==> src/rtl/dom_keccak_chi_seq_pkg.sv <==
// Shared constants and FSM state type for the row-serial DOM Keccak chi layer.
package keccak_dom_pkg;

    localparam int unsigned ROW_W    = 5;
    localparam int unsigned N_SHARES = 3;
    localparam int unsigned RND_W    = 15;

    typedef enum logic [1:0] {
        IDLE,
        LOAD_ROW,
        HOLD,
        DONE
    } chi_state_t;

endpackage

==> src/rtl/dom_keccak_chi_seq_sbox.sv <==
// Three-share DOM chi row: y_i = x_i ^ (~x_{i+1} & x_{i+2}).
// Linear term passes straight through; every AND product (inner and
// cross-domain with fresh z) is registered separately before compression.
module dom_keccak_sbox
    import keccak_dom_pkg::*;
#(
    parameter int unsigned SBOX_LAT = 1
) (
    input  logic             clk,
    input  logic             rst,
    input  logic [ROW_W-1:0] a,
    input  logic [ROW_W-1:0] b,
    input  logic [ROW_W-1:0] c,
    input  logic [RND_W-1:0] z,
    output logic [ROW_W-1:0] ay,
    output logic [ROW_W-1:0] by,
    output logic [ROW_W-1:0] cy
);

    // Term order: A-inner, A*B, A*C, B-inner, B*A, B*C, C-inner, C*A, C*B
    logic [8:0][ROW_W-1:0] terms;
    logic [8:0][ROW_W-1:0] pipe_q [SBOX_LAT];
    logic [8:0][ROW_W-1:0] last;
    logic [ROW_W-1:0]      na;
    logic [ROW_W-1:0]      z0, z1, z2;

    assign na = ~a;
    assign z0 = z[4:0];
    assign z1 = z[9:5];
    assign z2 = z[14:10];

    // Per-share partial products; each cross-domain pair shares one z bit
    always_comb begin
        terms = '0;
        for (int unsigned i = 0; i < ROW_W; i++) begin
            terms[0][i] = na[(i+1)%ROW_W] & a[(i+2)%ROW_W];
            terms[1][i] = (na[(i+1)%ROW_W] & b[(i+2)%ROW_W]) ^ z0[i];
            terms[2][i] = (na[(i+1)%ROW_W] & c[(i+2)%ROW_W]) ^ z1[i];
            terms[3][i] = b[(i+1)%ROW_W] & b[(i+2)%ROW_W];
            terms[4][i] = (b[(i+1)%ROW_W] & a[(i+2)%ROW_W]) ^ z0[i];
            terms[5][i] = (b[(i+1)%ROW_W] & c[(i+2)%ROW_W]) ^ z2[i];
            terms[6][i] = c[(i+1)%ROW_W] & c[(i+2)%ROW_W];
            terms[7][i] = (c[(i+1)%ROW_W] & a[(i+2)%ROW_W]) ^ z1[i];
            terms[8][i] = (c[(i+1)%ROW_W] & b[(i+2)%ROW_W]) ^ z2[i];
        end
    end

    // DOM register stage(s); terms are only combined after this point
    always_ff @(posedge clk or negedge rst) begin
        if (!rst) begin
            for (int unsigned s = 0; s < SBOX_LAT; s++) pipe_q[s] <= '0;
        end else begin
            pipe_q[0] <= terms;
            for (int unsigned s = 1; s < SBOX_LAT; s++) pipe_q[s] <= pipe_q[s-1];
        end
    end

    assign last = pipe_q[SBOX_LAT-1];
    assign ay   = a ^ last[0] ^ last[1] ^ last[2];
    assign by   = b ^ last[3] ^ last[4] ^ last[5];
    assign cy   = c ^ last[6] ^ last[7] ^ last[8];

endmodule

==> src/rtl/dom_keccak_chi_seq.sv <==
// Row-serial sequencer: feeds 5*W rows of a 3-share state through one DOM
// chi sbox, sourcing one fresh 15-bit rnd word per row.
module dom_keccak_chi_seq
    import keccak_dom_pkg::*;
#(
    parameter int unsigned W        = 1,
    parameter int unsigned SBOX_LAT = 1
) (
    input  logic              clk,
    input  logic              rst,
    input  logic              start,
    input  logic [25*W-1:0]   sa_in,
    input  logic [25*W-1:0]   sb_in,
    input  logic [25*W-1:0]   sc_in,
    input  logic [RND_W-1:0]  rnd,
    input  logic              rnd_valid,
    output logic              rnd_req,
    output logic              busy,
    output logic              done,
    output logic              out_valid,
    output logic [25*W-1:0]   sa_out,
    output logic [25*W-1:0]   sb_out,
    output logic [25*W-1:0]   sc_out
);

    localparam int unsigned ROWS   = 5 * W;
    localparam int unsigned ROW_IW = (ROWS > 1) ? $clog2(ROWS) : 1;
    localparam int unsigned HC_W   = $clog2(SBOX_LAT + 1);
    localparam logic [ROW_IW-1:0] LAST_ROW  = ROW_IW'(ROWS - 1);
    localparam logic [HC_W-1:0]   LAST_HOLD = HC_W'(SBOX_LAT - 1);

    chi_state_t        state;
    logic [25*W-1:0]   sa_q, sb_q, sc_q;
    logic [RND_W-1:0]  z_q;
    logic [RND_W-1:0]  z_sel;
    logic [ROW_IW-1:0] row;
    logic [HC_W-1:0]   hold_cnt;
    logic [ROW_W-1:0]  row_a, row_b, row_c;
    logic [ROW_W-1:0]  ay, by, cy;

    assign rnd_req = (state == LOAD_ROW);
    // Live rnd feeds the DOM register on the accept edge; the latched copy keeps it stable after
    assign z_sel   = (state == LOAD_ROW) ? rnd : z_q;

    // Select the current row of each input share
    always_comb begin
        row_a = '0;
        row_b = '0;
        row_c = '0;
        for (int unsigned k = 0; k < ROWS; k++) begin
            if (row == ROW_IW'(k)) begin
                row_a = sa_q[k*ROW_W +: ROW_W];
                row_b = sb_q[k*ROW_W +: ROW_W];
                row_c = sc_q[k*ROW_W +: ROW_W];
            end
        end
    end

    dom_keccak_sbox #(
        .SBOX_LAT (SBOX_LAT)
    ) u_sbox (
        .clk (clk),
        .rst (rst),
        .a   (row_a),
        .b   (row_b),
        .c   (row_c),
        .z   (z_sel),
        .ay  (ay),
        .by  (by),
        .cy  (cy)
    );

    // Control FSM with registered status outputs and result share registers
    always_ff @(posedge clk or negedge rst) begin
        if (!rst) begin
            state     <= IDLE;
            sa_q      <= '0;
            sb_q      <= '0;
            sc_q      <= '0;
            z_q       <= '0;
            row       <= '0;
            hold_cnt  <= '0;
            sa_out    <= '0;
            sb_out    <= '0;
            sc_out    <= '0;
            busy      <= 1'b0;
            done      <= 1'b0;
            out_valid <= 1'b0;
        end else begin
            done <= 1'b0;
            case (state)
                IDLE: begin
                    if (start) begin
                        sa_q      <= sa_in;
                        sb_q      <= sb_in;
                        sc_q      <= sc_in;
                        out_valid <= 1'b0;
                        row       <= '0;
                        busy      <= 1'b1;
                        state     <= LOAD_ROW;
                    end
                end
                LOAD_ROW: begin
                    if (rnd_valid) begin
                        z_q      <= rnd;
                        hold_cnt <= '0;
                        state    <= HOLD;
                    end
                end
                HOLD: begin
                    if (hold_cnt == LAST_HOLD) begin
                        for (int unsigned k = 0; k < ROWS; k++) begin
                            if (row == ROW_IW'(k)) begin
                                sa_out[k*ROW_W +: ROW_W] <= ay;
                                sb_out[k*ROW_W +: ROW_W] <= by;
                                sc_out[k*ROW_W +: ROW_W] <= cy;
                            end
                        end
                        if (row == LAST_ROW) begin
                            done      <= 1'b1;
                            out_valid <= 1'b1;
                            busy      <= 1'b0;
                            state     <= DONE;
                        end else begin
                            row   <= row + 1'b1;
                            state <= LOAD_ROW;
                        end
                    end else begin
                        hold_cnt <= hold_cnt + 1'b1;
                    end
                end
                DONE: begin
                    state <= IDLE;
                end
                default: begin
                    state <= IDLE;
                end
            endcase
        end
    end

endmodule
==> config.mk <==
export PLATFORM = sky130hd
export DESIGN_NAME = dom_keccak_chi_seq
export DESIGN_NICKNAME = d
export VERILOG_FILES = /design/src/rtl/dom_keccak_chi_seq_pkg.sv /design/src/rtl/dom_keccak_chi_seq_sbox.sv /design/src/rtl/dom_keccak_chi_seq.sv
export SDC_FILE = /design/constraint.sdc
export NUM_CORES = 1
export LEC_CHECK = 0
export ABC_CLOCK_PERIOD_IN_PS = 7400
export CAP_MARGIN = 30
export CORE_MARGIN = 8
export CORE_UTILIZATION = 25
export CTS_BUF_LIST = sky130_fd_sc_hd__clkbuf_8
export CTS_CLUSTER_SIZE = 25
export DETAILED_ROUTE_END_ITERATION = 8
export GPL_TIMING_DRIVEN = 1
export PLACE_DENSITY_LB_ADDON = 0.12
export SLEW_MARGIN = 30
export SYNTH_ARGS = -nofsm -noshare
export SYNTH_HDL_FRONTEND = slang
export SYNTH_SLANG_ARGS = --single-unit
==> constraint.sdc <==
create_clock -name clk -period 7.4 [get_ports clk]
set_input_delay 0.74 -clock clk [delete_from_list [all_inputs] [get_ports clk]]
set_output_delay 0.74 -clock clk [all_outputs]
set_load 0.03 [all_outputs]
==> impl_metrics.sql <==
INSERT INTO impl_metrics (metric_group, metric, value, unit) VALUES
('drt', 'detail_route.wl_per_cell', '22.46', 'µm'),
('synthesis', 'mappedNetlistNets', '1081', ''),
('sta', 'grt_setup_unrepaired', 'no', ''),
('floorplanning', 'fp.coreArea', '41850', 'µm²'),
('sta', 'post-route-worst-setup-slack', '4308', 'ps'),
('final_layout', 'finalNetCount', '1252', ''),
('pwr', 'leakagePower', '5.399', 'nW'),
('sta', 'timing_worst_slew_pin_value', '1033', 'ps'),
('synthesis', 'yosysWarnings', '0', ''),
('sta', 'timing_hold_violations_final', '0', ''),
('clock_tree', 'cts.sinks', '218', ''),
('worst_setup_path', 'regToRegSetupSlack', '4310', 'ps'),
('placed_design', 'post_dp_cell_area', '12870', 'µm²'),
('worst_setup_path', 'rr_endpoint', 'sb_out[13]$_DFFE_PN0P_', ''),
('sta', 'period_share', '41.78', '%'),
('sta', 'maxSlewHeadroom', '31.12', '%'),
('sta', 'final_max_slew_viol_count', '0', ''),
('placed_design', 'globalplace.congestion', '0.7371', ''),
('sta', 'setup_viol_count_final', '0', ''),
('sta', 'maxClockFrequency', '0.3234', 'GHz'),
('placed_design', 'place_ws', '4183', 'ps'),
('synthesis', 'gate_count_of_the_mapped_netlist', '982', ''),
('clock_tree', 'postCtsSetupBuffers', '0', ''),
('final_layout', 'insertedDiodeCount', '0', ''),
('sta', 'fin_tns_setup', '0', 'ps'),
('outcome', 'outcome', 'completed', ''),
('clock_tree', 'clock_tree.htree_level_count', '2', ''),
('synthesis', 'syn_area', '10590', 'µm²'),
('worst_setup_path', 'critical_path.endpoint_type', 'register', ''),
('worst_setup_path', 'timing.reg2reg.worst_path_depth', '7', ''),
('synthesis', 'seq_area_frac_synth', '51.51', '%'),
('worst_setup_path', 'crit_type', 'register to register', ''),
('final_layout', 'area_delta_synth_final', '30.00', '%'),
('worst_hold_path', 'hold_path_class', 'input port to asynchronous set/reset pin', ''),
('clock_tree', 'number_of_cts_inserted_buffers', '42', ''),
('clock_tree', 'cts.reportedPaths.clkPinSlew', '60', 'ps'),
('global_route', 'grt_remaining_overflow', '0', ''),
('worst_setup_path', 'critical_path.startpoint_type', 'register', ''),
('worst_setup_path', 'cp.required', '7810', 'ps'),
('synthesis', 'synth_cell_type_count', '38', ''),
('global_route', 'maximum_number_of_pins_on_one_net_before_global_route_repair', '111', ''),
('pwr', 'ir_drop', '0.1591', 'mV'),
('worst_setup_path', 'cp_data_arrival_time', '3500', 'ps'),
('floorplanning', 'rows', '75', ''),
('drt', 'route.antenna.remaining_nets', '0', ''),
('global_route', 'globalRouteTotalUtil', '15.31', '%'),
('synthesis', 'synth_async_sr_flop_share', '100.0', '%'),
('placed_design', 'placed_cells_incl_taps', '1644', ''),
('floorplanning', 'fp.dieW', '221.8', 'µm'),
('floorplanning', 'effective_utilization_at_floorplan', '25.30', '%'),
('drt', 'number_of_violations_reported_at_the_end_of_detailed_routing_iteration_0', '566', ''),
('sta', 'clock_skew', '24.80', 'ps'),
('pwr', 'total_power', '0.006819', 'W'),
('global_route', 'grt_pass1_vias', '8560', ''),
('synthesis', 'synthTopCellsByArea', 'dfrtp_1 (52%), mux2_2 (8.0%), nand2_1 (6.3%)', ''),
('synthesis', 'number_of_flops_mapped_to_enable_cells_by_yosys', '0', ''),
('synthesis', 'postSynthRegisterBits', '218', ''),
('floorplanning', 'die_height', '221.8', 'µm'),
('final_layout', 'finish.cell_count_without_fillers', '1722', ''),
('final_layout', 'drive_gt1_share', '16.74', '%'),
('clock_tree', 'cts_resized', '0', ''),
('synthesis', 'synth.cells.most_frequent', 'dfrtp_1 (218), nand2_1 (177), mux2_2 (75), o211ai_1 (75), or4_1 (75)', ''),
('synthesis', 'dominantRegCellSynth', 'dfrtp_1', ''),
('clock_tree', 'worst_skew_pair.late_latency', '560', 'ps'),
('floorplanning', 'pin_count', '173', ''),
('global_route', 'grt_antenna_before_repair', '1', ''),
('drt', 'route.detailed.drc', '0', ''),
('synthesis', 'yosysTopAreaCellShare', '51.51', '%'),
('clock_tree', 'clock_tree.root_cell', 'clkbuf_8', ''),
('floorplanning', 'die_area', '49200', 'µm²'),
('placed_design', 'input_output_buffers', '172', '');
-- cell usage in the layout, fill, tap and decap left out, types with 35 or more instances in the layout --
cell,instances
clkbuf_8,55
clkdlybuf4s50_1,171
dfrtp_1,218
inv_1,37
mux2_2,75
nand2_1,177
o211ai_1,75
or4_1,75
xor2_1,35
-- per-layer routing --
metal	up-vias	GRT usage [%]	share of wire, %
met5	-	0	0.034
met4	2	5.067	2.7
met3	61	3.412	5.6
met2	253	23.61	45
met1	4184	20.98	47
li1	3931	-	-
-- how the worst max path moves through the flow --
stage | from | end | slack, ps | depth (start not counted)
final | row[0]$_DFFE_PN0P_ | sb_out[13]$_DFFE_PN0P_ | 4310 | 7
after global routing | row[0]$_DFFE_PN0P_ | sb_out[3]$_DFFE_PN0P_ | 4070 | 7
after global placement | row[1]$_DFFE_PN0P_ | sa_out[8]$_DFFE_PN0P_ | 4090 | 6
after floorplan | row[2]$_DFFE_PN0P_ | u_sbox.last[11]$_DFF_PN0_ | 5040 | 12
after detailed placement | row[1]$_DFFE_PN0P_ | sc_out[3]$_DFFE_PN0P_ | 4180 | 6
after CTS | row[1]$_DFFE_PN0P_ | sc_out[3]$_DFFE_PN0P_ | 4180 | 6
-- power by group --
group	internal (W)	switching [W]
sequential	0.00173	0.000332
clock	0.000658	0.000526
combinational	0.00129	0.00228
total	0.00368	0.00313
-- cell families after synthesis --
kind of cell,count (synthesis),synth area share (%)
flip-flops,218,51.51
AND/OR/NAND/NOR,327,15.48
adder cells (fa/ha/maj),5,0.5907
multiplexers,90,9.393
XOR/XNOR,60,4.962
buffers and inverters,90,3.781
AO/OA/AOI/OAI,192,14.28
-- cell type report --
cell class,count,area (µm²)
Fill cell,4327,28090
Sequential cell,218,5455
Multi-Input combinational cell,674,4795
Timing Repair Buffer,197,1938
Clock buffer,55,757.0
Tap cell,539,674.4
Inverter,20,75.07
Clock inverter,19,72.57
-- sequential cells by signal (all words and copies together), names as in the netlist --
| name | count |
|---|---|
| sc_out | 25 |
| sb_out | 25 |
| state | 2 |
| sc_q | 25 |
| z_q | 15 |
| busy | 1 |
| u_sbox.last | 45 |
| row | 3 |
| sa_out | 25 |
| sb_q | 25 |
| sa_q | 25 |
| done | 1 |
| out_valid | 1 |
-- metrics by stage --
step | hold slack [ps] | utilization (%)
global placement | 483.2 | 30.63
floorplan | 444.4 | -
global route | 47.28 | 32.89
detailed placement | 479.9 | 30.75
finish | 48.10 | 32.89
CTS | 292.8 | 32.74
-- worst max-delay path: stages (launching register included) --
cell	delay, ps
dfrtp_1	420
inv_1	160
ha_1	160
buf_4	350
nand2_1	560
a31o_2	570
nor2_1	530
o211ai_1	180
Power figures use the tool's default switching activity.
==> variant, RTL diff (same settings) <==
`SBOX_LAT` is set to 1 in 2 places; all go to 2.
--- a/src/rtl/dom_keccak_chi_seq_sbox.sv
+++ b/src/rtl/dom_keccak_chi_seq_sbox.sv
@@ -6,3 +6,3 @@
 #(
-    parameter int unsigned SBOX_LAT = 1
+    parameter int unsigned SBOX_LAT = 2
 ) (
--- a/src/rtl/dom_keccak_chi_seq.sv
+++ b/src/rtl/dom_keccak_chi_seq.sv
@@ -6,3 +6,3 @@
     parameter int unsigned W        = 1,
-    parameter int unsigned SBOX_LAT = 1
+    parameter int unsigned SBOX_LAT = 2
 ) (
Function: changed (Yosys sat finds a counterexample within 4 cycles, from zero or initial values and one cycle with rst low).
==> variant against the original RTL <==
Global-route usage is 0.25 points higher; setup slack lost 0.29 ns; count of clock-buffer cells in the layout is 6 higher; clock skew down 0.0051 ns; final cell count is 8.8% higher; power grew 1.4%; area after synthesis up 12%; sequential cell count is 47 higher; largest cell class unchanged; routed wire length rose by 9.0%; cell area grew 11%; sequential power increased by 16%.
==> variant: results (changes against the original RTL) <==
Route
The average vias per placed instance came to 4.757 (was 4.896). The number of DRC markers in iteration 0 came to 559 (was 566). The average detailed-routed wire length per instance is 22.49 um (was 22.46 um).

Worst setup path
The biggest cell delay along the critical path is 0.79 ns (was 0.57 ns). The last element of the critical path is sb_out[3]$_DFFE_PN0P_ (was sb_out[13]$_DFFE_PN0P_). The cell depth of the worst flop-to-flop path came to 8 (was 7). The kind of start point of the critical path is a flop (unchanged). The data arrival time of the worst path is 3.89 ns (was 3.50 ns).

The maximum fanout count along the critical path is 28 (was 35). The cell with the largest stage delay on the worst path is a221oi_2 (was a31o_2).

Timing
The share of the clock period used by the worst path after layout is 45.67% (was 41.78%). The worst slack on hold paths is 0.1032 ns (was 0.04810 ns). The worst-case headroom to the max-slew limit is 32.45% (was 31.12%). The worst setup skew after layout is 0.01974 ns (was 0.02480 ns).

Place
The HPWL reported at the end of detailed placement is 29,130 um (was 26,950 um). The routability-driven placement congestion ratio is 0.7424 (was 0.7371). The area of placed instances came to 14,280 sq um (was 12,870 sq um). The cell count after placement is 1,784 (was 1,644).

Pwr
The switching power came to 2.964 mW (was 3.135 mW). The worst ir drop on vdd is 0.1453 mV (was 0.1591 mV). The leakage dissipation is 6.063 nW (was 5.399 nW).

Run status
Status: finished, final reports clean (unchanged).

Global routing
The number of global-route vias before repair was 9,270 (was 8,560). The initial antenna violation count was 0 (was 1). The maximum number of pins on one net before global-route repair is 177 (was 111). The global-route wire length before repair is 63,320 um (was 57,940 um).

The overall fraction of global-route tracks in use is 15.55% (was 15.31%).

Clock network
The number of buffers created by CTS is 50 (was 42). The insertion delay of the later-clocked pin in the worst-skew pair was 0.61 ns (was 0.56 ns).

Yosys
The count of cell types in the netlist is 35 (was 38). Leading post-synthesis cells by instance count: dfrtp_1 (265), nand2_1 (178), mux2_2 (75), o211ai_1 (75), or4_1 (75) (was dfrtp_1 (218), nand2_1 (177), mux2_2 (75), o211ai_1 (75), or4_1 (75)). The mean instance size in the synthesized netlist is 11.29 sq um (was 10.78 sq um).

Final layout
The count of non-filler cells in the finished layout is 1,874 (was 1,722). The final net count is 1,324 (was 1,252).

Min path
The class of the tightest hold or removal check is input port to async pin (unchanged).
## variant: cell count changes after synthesis, moves of 2 or more
cell / change
nor2_1: +8
dfrtp_1: +47
buf_2: -2
clkbuf_1: +3
o21ai_0: +5
a21oi_1: +3
a211oi_1: +2
nand2b_1: +2
## variant: worst max-delay path, delay by kind of cell (launching register included)
kind | cells | cell delay [ns]
AO/OA/AOI/OAI | 2 | 1.07
flip-flops | 1 | 0.72
buffers and inverters | 3 | 0.65
AND/OR/NAND/NOR | 2 | 0.59
adder cells (fa/ha/maj) | 1 | 0.24
## variant: power by group through the flow
stage / Sequential, mW / Combinational (mW) / Clock, mW
after floorplan: 2.46 / 1.82 / 0
after global placement: 2.44 / 3.02 / 0
after detailed placement: 2.45 / 3.10 / 0
after CTS: 2.42 / 3.12 / 1.46
after global routing: 2.49 / 3.36 / 1.52
final: 2.41 / 3.09 / 1.41
## variant: final cells by class
cell class,count,area [sq um]
Clock inverter,26,128.9
Clock buffer,61,839.6
Inverter,21,78.83
Timing Repair Buffer,191,1902
Fill cell,4849,32060
Multi-Input combinational cell,695,4937
Sequential cell,265,6631
Tap cell,615,769.5
## variant: logic make-up (layout without fill, tap and decap cells)
family / Yosys count / count (layout) / share of synthesized area (%)
and+or+nand+nor: 338 / 338 / 14.19
DFF: 265 / 265 / 55.84
AOI/OAI and AO/OA: 200 / 200 / 13.03
buffers and inverters: 92 / 299 / 3.414
muxes: 91 / 91 / 8.461
xor gates and xnor gates: 60 / 60 / 4.425
adders and majority gates: 6 / 6 / 0.6322
## variant: per-layer routing
layer	global-route usage, %	vias to the layer above	share of wire (%)
met5	0	-	0
met1	22.10	4458	49
met2	23.80	231	44
met3	2.770	69	4.3
met4	4.857	0	2.5
li1	-	4156	-
